===== config.mk =====
export PLATFORM = sky130hd
export DESIGN_NAME = if_stage_flat
export DESIGN_NICKNAME = d
export VERILOG_FILES = /design/src/rtl/if_stage_if.sv /design/src/rtl/if_stage.sv /design/src/flat_wrapper.sv
export SDC_FILE = /design/constraint.sdc
export NUM_CORES = 1
export LEC_CHECK = 0
export CAP_MARGIN = 10
export CORE_ASPECT_RATIO = 0.9
export CORE_UTILIZATION = 35
export CTS_BUF_LIST = sky130_fd_sc_hd__clkbuf_16
export DETAILED_ROUTE_END_ITERATION = 8
export PLACE_DENSITY = 0.66
export SYNTH_ARGS = -nofsm -noshare
export SYNTH_HDL_FRONTEND = slang
export SYNTH_SLANG_ARGS = --single-unit

===== constraint.sdc =====
create_clock -name clock -period 4.75 [get_ports clock]
set_input_delay 0.7125 -clock clock [delete_from_list [all_inputs] [get_ports clock]]
set_output_delay 0.7125 -clock clock [all_outputs]
set_load 0.01 [all_outputs]

===== src/rtl/if_stage_if.sv =====
// ----------------------------------------------------------------------------
// if_stage_if -- instruction-memory handshake bundle for if_stage.
//
// Signals:
//   imem_req    fetch stage -> memory : request valid
//   imem_addr   fetch stage -> memory : 16-bit word address
//   imem_ready  memory -> fetch stage : request accepted this cycle
//   imem_rdata  memory -> fetch stage : instruction word, valid when accepted
//
// Modports:
//   master  used by if_stage (drives req/addr)
//   slave   used by the memory side (drives ready/rdata)
// ----------------------------------------------------------------------------
interface if_stage_if;
    logic        imem_req;
    logic [15:0] imem_addr;
    logic        imem_ready;
    logic [15:0] imem_rdata;

    modport master (
        output imem_req,
        output imem_addr,
        input  imem_ready,
        input  imem_rdata
    );

    modport slave (
        input  imem_req,
        input  imem_addr,
        output imem_ready,
        output imem_rdata
    );
endinterface


===== src/rtl/if_stage.sv =====
// ----------------------------------------------------------------------------
// if_stage -- instruction fetch stage with a one-entry skid register.
//
// Fetches 16-bit instructions from a word-addressed instruction memory and
// presents them as registered IF/ID fields. A FETCH/DRAIN/HOLD FSM handles
// downstream stall (instruction parked in the skid register while in HOLD)
// and branch redirects (an unaccepted outstanding request is drained and its
// data dropped). branch_taken has priority over stall in every state.
//
// Parameters:
//   RESET_PC        first word address fetched after reset
//
// Ports:
//   clock           rising-edge clock
//   reset           asynchronous, active-high reset
//   stall           ID stage cannot accept a new instruction
//   branch_taken    redirect request
//   branch_target   redirect word address
//   imem            instruction-memory handshake (if_stage_if.master)
//   instr_valid     IF/ID holds a valid instruction
//   opcode/rs/rt/rd/funct/signalToExtend   decoded IF/ID fields
//   pc_out          address of the IF/ID instruction
//   pc_plus1        pc_out + 1
//   fetch_count     accepted-instruction counter
//
// Optional feature:
//   IF_FETCH_COUNT_EN  when defined, fetch_count counts every instruction
//                      written to IF/ID with instr_valid=1 (skid transfers
//                      included); otherwise fetch_count is tied to zero.
// ----------------------------------------------------------------------------
module if_stage #(
    parameter logic [15:0] RESET_PC = 16'h0000
) (
    input  logic              clock,
    input  logic              reset,
    input  logic              stall,
    input  logic              branch_taken,
    input  logic [15:0]       branch_target,
    if_stage_if.master        imem,
    output logic              instr_valid,
    output logic [3:0]        opcode,
    output logic [2:0]        rs,
    output logic [2:0]        rt,
    output logic [2:0]        rd,
    output logic [1:0]        funct,
    output logic [5:0]        signalToExtend,
    output logic [15:0]       pc_out,
    output logic [15:0]       pc_plus1,
    output logic [15:0]       fetch_count
);

    typedef enum logic [1:0] {
        S_FETCH = 2'd0,
        S_DRAIN = 2'd1,
        S_HOLD  = 2'd2
    } state_t;

    state_t      r_state, w_state_nxt;

    // Low during reset and until the first edge after it; gates imem_req.
    logic        r_active;

    logic [15:0] r_pc,          w_pc_nxt;
    logic [15:0] r_drain_addr,  w_drain_addr_nxt;
    logic [15:0] r_skid_instr,  w_skid_instr_nxt;
    logic [15:0] r_skid_pc,     w_skid_pc_nxt;
    logic [15:0] r_instr,       w_instr_nxt;
    logic [15:0] r_pc_out,      w_pc_out_nxt;
    logic [15:0] r_pc_plus1,    w_pc_plus1_nxt;
    logic        r_valid,       w_valid_nxt;

    logic        w_req;
    logic        w_accept;

    assign w_req          = r_active && (r_state != S_HOLD);
    assign w_accept       = w_req && imem.imem_ready;

    // DRAIN keeps presenting the address whose request is still outstanding.
    assign imem.imem_req  = w_req;
    assign imem.imem_addr = (r_state == S_DRAIN) ? r_drain_addr : r_pc;

    always_comb begin
        w_state_nxt      = r_state;
        w_pc_nxt         = r_pc;
        w_drain_addr_nxt = r_drain_addr;
        w_skid_instr_nxt = r_skid_instr;
        w_skid_pc_nxt    = r_skid_pc;
        w_instr_nxt      = r_instr;
        w_pc_out_nxt     = r_pc_out;
        w_pc_plus1_nxt   = r_pc_plus1;
        w_valid_nxt      = r_valid;

        case (r_state)
            S_FETCH: begin
                if (branch_taken) begin
                    w_pc_nxt    = branch_target;
                    w_valid_nxt = 1'b0;
                    // Outstanding but unaccepted request must be drained.
                    if (w_req && !imem.imem_ready) begin
                        w_state_nxt      = S_DRAIN;
                        w_drain_addr_nxt = r_pc;
                    end
                end else if (w_accept) begin
                    w_pc_nxt = r_pc + 16'd1;
                    if (stall) begin
                        w_skid_instr_nxt = imem.imem_rdata;
                        w_skid_pc_nxt    = r_pc;
                        w_state_nxt      = S_HOLD;
                    end else begin
                        w_instr_nxt    = imem.imem_rdata;
                        w_pc_out_nxt   = r_pc;
                        w_pc_plus1_nxt = r_pc + 16'd1;
                        w_valid_nxt    = 1'b1;
                    end
                end else if (!stall) begin
                    w_valid_nxt = 1'b0;
                end
            end

            S_DRAIN: begin
                if (branch_taken) begin
                    w_pc_nxt    = branch_target;
                    w_valid_nxt = 1'b0;
                end
                if (w_accept) begin
                    w_state_nxt = S_FETCH;
                end
            end

            S_HOLD: begin
                if (branch_taken) begin
                    w_pc_nxt    = branch_target;
                    w_valid_nxt = 1'b0;
                    w_state_nxt = S_FETCH;
                end else if (!stall) begin
                    w_instr_nxt    = r_skid_instr;
                    w_pc_out_nxt   = r_skid_pc;
                    w_pc_plus1_nxt = r_skid_pc + 16'd1;
                    w_valid_nxt    = 1'b1;
                    w_state_nxt    = S_FETCH;
                end
            end

            default: begin
                w_state_nxt = S_FETCH;
            end
        endcase
    end

    always_ff @(posedge clock or posedge reset) begin
        if (reset) begin
            r_state      <= S_FETCH;
            r_active     <= 1'b0;
            r_pc         <= RESET_PC;
            r_drain_addr <= RESET_PC;
            r_skid_instr <= '0;
            r_skid_pc    <= '0;
            r_instr      <= '0;
            r_pc_out     <= '0;
            r_pc_plus1   <= '0;
            r_valid      <= 1'b0;
        end else begin
            r_state      <= w_state_nxt;
            r_active     <= 1'b1;
            r_pc         <= w_pc_nxt;
            r_drain_addr <= w_drain_addr_nxt;
            r_skid_instr <= w_skid_instr_nxt;
            r_skid_pc    <= w_skid_pc_nxt;
            r_instr      <= w_instr_nxt;
            r_pc_out     <= w_pc_out_nxt;
            r_pc_plus1   <= w_pc_plus1_nxt;
            r_valid      <= w_valid_nxt;
        end
    end

    assign instr_valid    = r_valid;
    assign opcode         = r_instr[15:12];
    assign rs             = r_instr[11:9];
    assign rt             = r_instr[8:6];
    assign rd             = r_instr[5:3];
    assign funct          = r_instr[1:0];
    assign signalToExtend = r_instr[5:0];
    assign pc_out         = r_pc_out;
    assign pc_plus1       = r_pc_plus1;

`ifdef IF_FETCH_COUNT_EN
    logic [15:0] r_fetch_count;
    logic        w_load_rdata;
    logic        w_load_skid;

    assign w_load_rdata = (r_state == S_FETCH) && !branch_taken && w_accept && !stall;
    assign w_load_skid  = (r_state == S_HOLD)  && !branch_taken && !stall;

    always_ff @(posedge clock or posedge reset) begin
        if (reset) begin
            r_fetch_count <= '0;
        end else if (w_load_rdata || w_load_skid) begin
            r_fetch_count <= r_fetch_count + 16'd1;
        end
    end

    assign fetch_count = r_fetch_count;
`else
    assign fetch_count = '0;
`endif

endmodule

===== src/flat_wrapper.sv =====
// flat-port wrapper written by rule: the top's interface ports become plain ports
module if_stage_flat 
#(
    parameter logic [15:0] RESET_PC = 16'h0000
)
  (clock, reset, stall, branch_taken, branch_target, instr_valid, opcode, rs, rt, rd, funct, signalToExtend, pc_out, pc_plus1, fetch_count, imem_imem_req, imem_imem_addr, imem_imem_ready, imem_imem_rdata);
  if_stage_if imem_i ();
  input  logic clock;
  input  logic reset;
  input  logic stall;
  input  logic branch_taken;
  input  logic [15:0] branch_target;
  output logic instr_valid;
  output logic [3:0] opcode;
  output logic [2:0] rs;
  output logic [2:0] rt;
  output logic [2:0] rd;
  output logic [1:0] funct;
  output logic [5:0] signalToExtend;
  output logic [15:0] pc_out;
  output logic [15:0] pc_plus1;
  output logic [15:0] fetch_count;
  output wire logic [$bits(imem_i.imem_req)-1:0] imem_imem_req;
  output wire logic [$bits(imem_i.imem_addr)-1:0] imem_imem_addr;
  input wire logic [$bits(imem_i.imem_ready)-1:0] imem_imem_ready;
  input wire logic [$bits(imem_i.imem_rdata)-1:0] imem_imem_rdata;
  assign imem_imem_req = imem_i.imem_req;
  assign imem_imem_addr = imem_i.imem_addr;
  assign imem_i.imem_ready = imem_imem_ready;
  assign imem_i.imem_rdata = imem_imem_rdata;
  if_stage #(.RESET_PC(RESET_PC)) u_core (.clock(clock), .reset(reset), .stall(stall), .branch_taken(branch_taken), .branch_target(branch_target), .imem(imem_i), .instr_valid(instr_valid), .opcode(opcode), .rs(rs), .rt(rt), .rd(rd), .funct(funct), .signalToExtend(signalToExtend), .pc_out(pc_out), .pc_plus1(pc_plus1), .fetch_count(fetch_count));
endmodule

# Yosys cells after proc, flatten, opt, wreduce, memory -nomap -nowiden
# Index checks and enable logic that the tools add are counted.
dict set report totals {
  regBits 116
  inputBits 37
  out_inout_bits 87
  elab_cells 82
}
dict set report classes {
  n_eq_ne 16
  muxes 38
  bitwise 1
  n_reduce_logical 15
  n_addsub 2
}
# operator n
set op_table {}
lappend op_table {{$mux 16} 19}
lappend op_table {{$pmux 16 s2} 4}
lappend op_table {{$add 16x1->16 const B} 2}
lappend op_table {{$mux 2} 7}
lappend op_table {{$ne 2x2->1 const B} 6}
lappend op_table {{$reduce_and 3->1} 3}
lappend op_table {{$mux 1} 6}
lappend op_table {{$ne 2x1->1 const B} 3}
lappend op_table {{$ne 3x2->1 const B} 2}
lappend op_table {{$ne 3x3->1 const B} 2}
lappend op_table {{$pmux 2 s3} 1}
lappend op_table {{$reduce_and 6->1} 1}
lappend op_table {{$reduce_and 5->1} 1}
lappend op_table {{$ne 4x3->1 const B} 1}
lappend op_table {{$reduce_and 4->1} 1}
lappend op_table {{$reduce_bool 2->1} 2}
lappend op_table {{$logic_and 1x1->1} 3}
lappend op_table {{$pmux 1 s3} 1}
lappend op_table {{$reduce_bool 3->1} 1}
lappend op_table {{$eq 2x1->1 const B} 1}
lappend op_table {{$eq 2x2->1 const B} 1}
lappend op_table {{$logic_not 2->1} 1}
lappend op_table {{$reduce_or 2->1} 1}
lappend op_table {{$logic_not 1->1} 1}
lappend op_table {{$not 1->1} 1}

# Depth between registers and ports, before layout
dict set report depth {
  ltp_word 6
  mapped_depth 10
  mapped_depth_nobuf 7
}

# Least setup slack after synthesis
# OpenSTA, ideal clock, no wires.
dict set report synth_timing {
  kind {register to output}
  startpoint {reg u_core.r_state[1]}
  endpoint {out imem_imem_addr[0]}
  path_stages_with_launch 5
  path_slack_ns 2.626
  required_ns 4.038
  n_path_buf 1
  arrival_ns 1.412
  path_cell_list {dfrtp_1 -> inv_1 -> ha_1 -> buf_1 -> mux2_2}
}
dict set report synth_via {
  elab_chain_cells 2
}
# element line
set synth_lines {}
lappend synth_lines {{start: declaration} if_stage.sv:58} ;# state_t r_state, w_state_nxt;
lappend synth_lines {{start signal: assignment} if_stage.sv:163} ;# r_state <= w_state_nxt;
lappend synth_lines {{$eq 2x1->1} if_stage.sv:80} ;# assign imem.imem_addr = (r_state == S_DRAIN) ? r_drain_addr : r_pc;
lappend synth_lines {{$mux 16} if_stage.sv:80}
lappend synth_lines {{end: declaration} flat_wrapper.sv:24} ;# output wire logic [$bits(imem_i.imem_addr)-1:0] imem_imem_addr;
# Every way passes these cells.

# Final worst setup path
dict set report layout_timing {
  startpoint {reg u_core.r_state[1]}
  endpoint {out imem_imem_addr[14]}
}
# Same word-level chain as after synthesis.

==> flow_summary.rst <==
.. list-table::
   :header-rows: 1

   * - Metric
     - Value
   * - NumNets Final
     - 722
   * - Worst Path Arrival
     - 2580 ps
   * - CP Capture Type
     - output pin
   * - Count of instances resized after the clock tree is built
     - 0
   * - Highest Clock Rate
     - 0.304 GHz
   * - Number of antenna violations at the first check in global routing
     - 0
   * - CTS Hold Bufs
     - 0
   * - Average footprint of a synthesized cell
     - 10.4 µm²
   * - Summed instance area of the synthesized netlist
     - 6180 µm²
   * - Count of final setup violators
     - 0
   * - Half-perimeter wire length after placement
     - 10,700 µm
   * - Slew HR
     - 36.0%
   * - Most used flip-flop cell after synthesis
     - dfrtp_1
   * - Worst-path cell chain
     - inv_1 -> ha_1 -> mux2_2 -> clkdlybuf4s50_1
   * - Startpoint of the tightest hold check path
     - u_core.r_instr[9]
   * - Post-route DRC violation count
     - 0
   * - Layout cells sized above 1
     - 16.2%
   * - Setup Crit Path Kind
     - reg2out
   * - Max VDD drop
     - 0.311 mV
   * - Relative contribution of sequential cells to total power
     - 35.4%
   * - Largest net degree at the start of global routing
     - 96
   * - Start of the worst register-to-register path
     - u_core.r_state[0]
   * - Num CTS Buffers
     - 17
   * - Switching power as a share of total power
     - 37.9%
   * - Critical path launch point type
     - flop
   * - Level count of the clock H-tree
     - 4
   * - Cell depth of the worst flop-to-flop path
     - 7
   * - Register Area
     - 2900 µm²
   * - Total of flip-flops plus latches after synthesis
     - 116
   * - Register area share after synthesis
     - 47.0%
   * - Vias in the first global route
     - 4,521
   * - Number of max-capacitance violations reported
     - 0
   * - Per-cell routed wire length
     - 16.1 µm
   * - Overall die area
     - 18,200 µm²
   * - Internal power consumption
     - 0.00339 W
   * - Transition at the pin with the smallest max-transition slack
     - 957 ps
   * - Fin Setup TNS
     - 0 ps
   * - Proportion of synthesized flip-flops having asynchronous set or reset
     - 100%
   * - Global-route wire length before repair
     - 24,200 µm
   * - Overall track demand over capacity in global routing
     - 17.5%
   * - Number of warnings issued by yosys
     - 0
   * - Combinational power share
     - 41.9%
   * - Count of buffers added by post-CTS timing repair for setup
     - 0
   * - WP data required
     - 4040 ps
   * - Final worst-path cycle share
     - 69.3%
   * - Mean number of vias per cell
     - 5.08
   * - Number of vias after detailed routing
     - 4,706
   * - Maximum clock insertion buffer count
     - 2
   * - Clk pin slew, worst setup/hold paths
     - 60 ps
   * - Root buf cell
     - clkbuf_16
   * - Die Ht
     - 128 µm
   * - Top-level port count
     - 124
   * - Minimum clock period
     - 3290 ps
   * - Count of final max-slew check failures
     - 0
   * - Worst Hold Depth
     - 2
   * - Multi-input gate area in the final layout
     - 2910 µm²
   * - Post-layout total power
     - 0.00546 W
   * - Top cell type's share of synthesized area
     - 47.0%
   * - Worst-Skew Late Latency
     - 420 ps
   * - Routed Wire Length
     - 14,900 µm
   * - Area leader, netlist
     - dfrtp_1
   * - Post-synth EDFFs
     - 0
   * - Minimum setup slack among reg-to-reg paths
     - 1970 ps
   * - Area of the core region
     - 17,100 µm²
   * - Layout Area Growth over Synthesis
     - 27.4%
   * - Launching instance or port of the critical path
     - u_core.r_state[1]
   * - Gate count of the mapped netlist
     - 595
   * - Gp weighted congestion
     - 0.861
   * - Power density cells
     - 694 nW/µm²
   * - Number of distinct standard cells referenced by the synthesized netlist
     - 56
   * - Reported net switching power
     - 0.00207 W
   * - Leakage
     - 3.29 nW
   * - Main area contributors after synthesis
     - dfrtp_1 47%, mux2_2 11%, mux2i_1 7.0%
   * - Largest fanout on the critical path
     - 23
   * - Worst min path class
     - reg2reg
   * - Proportion of power drawn by the clock network
     - 22.7%
   * - Cell with the largest stage delay on the worst path
     - ha_1
   * - Skew final
     - 11.1 ps
   * - Sum of overflow across all layers after global routing
     - 0
   * - Stage delay of the slowest cell on the critical path
     - 740 ps
   * - Initial core utilization
     - 36.2%
   * - Clock tree from TritonCTS
     - yes
   * - Number of filler cells placed in the layout
     - 1,578
   * - DRC violation total after the first TritonRoute iteration
     - 421
   * - First-pass iteration count of the detailed router
     - 5
   * - Post-detailed-route count of antenna-violating nets
     - 0
   * - IO buf count
     - 107
   * - CTS Sinks
     - 116
   * - Setup repair after global routing missed its margin
     - no
   * - FP Rows
     - 45
   * - Antenna Cells
     - 0
   * - Outcome
     - complete, no violations
   * - Final hold violation count
     - 0
   * - DIE WIDTH
     - 142 µm
critical path: cells and delay by family (launching register included):
| kind | cells | cell delay, ps |
|---|---|---|
| adders and majority gates | 1 | 740 |
| buffers and inverters | 2 | 570 |
| DFF | 1 | 410 |
| muxes | 1 | 430 |
through the flow:
stage	area [µm²]	cells	hold slack, ps	util [%]	setup WS, ps
after global routing	7870	927	509	46.1	1300
after global placement	7290	894	462	42.7	1520
after CTS	7860	926	489	46.1	1420
final	7870	927	484	46.1	1460
after detailed placement	7290	894	474	42.7	1410
after floorplan	6230	610	475	-	965
logic make-up after synthesis:
logic type / Yosys count / share of synthesized area, %
and+or+nand+nor: 150 / 12.6
DFF: 116 / 47.0
AOI/OAI and AO/OA: 113 / 11.1
muxes: 101 / 17.5
buffers and inverters: 82 / 6.91
xor gates and xnor gates: 25 / 3.54
adders and majority gates: 6 / 1.22
other: 2 / 0.122
layout by cell type, fill, tap and decap left out, drive strengths merged, types with 25 or more instances in the layout:
cell type	instances
clkdlybuf4s50	107
inv	25
o21ai	59
mux2	58
nand2	69
mux2i	43
dfrtp	116
nor2	27
cell usage after synthesis, drive strengths merged, types with 8 or more instances:
library cell	instances
inv	18
xor2	14
nand2	69
mux2	58
o21ai	59
nor2	27
nand3	13
clkbuf	17
xnor2	11
a21oi	17
mux2i	43
buf	46
nor3	10
o22a	8
dfrtp	116
area by class of cell:
type                    instances  area share (%)
multi-input cells             412            36.9
flip-flops and latches        116            36.9
repair buffers                113            14.2
clock buffers                  17            5.41
well taps                     235            3.74
clock inverters                15            1.84
inverters                      19           0.938
per-layer routing:
layer | up-vias | wire [µm] | global-route usage [%]
met3 | 21 | 884 | 4.48
met2 | 164 | 6520 | 25.5
met4 | 0 | 261 | 6.96
met1 | 2299 | 7220 | 24.8
li1 | 2222 | - | -
met5 | - | 0 | 0
worst paths after layout:
check                                           to
max in group asynchronous           u_core.r_pc[7]
hold reg to reg                  u_core.r_instr[9]
hold / removal                   u_core.r_instr[9]
setup / recovery                imem_imem_addr[14]
min in group asynchronous  u_core.r_drain_addr[15]
setup reg to reg                  u_core.pc_out[0]
power by group through the flow:
stage | Clock (W) | Combinational, W | Sequential, W
global route | 0.00130 | 0.00250 | 0.00201
global placement | 0 | 0.00224 | 0.00191
detailed placement | 0 | 0.00229 | 0.00194
CTS | 0.00126 | 0.00230 | 0.00193
floorplan | 0 | 0.00142 | 0.00183
finish | 0.00124 | 0.00229 | 0.00193
registers in the layout (all words and copies together) (netlist names):
name	flops
u_core.r_pc	16
u_core.pc_out	16
u_core.r_drain_addr	16
u_core.r_skid_instr	16
u_core.instr_valid	1
u_core.r_state	2
u_core.r_skid_pc	16
u_core.r_active	1
u_core.pc_plus1	16
u_core.r_instr	16
Power figures use the tool's default switching activity.
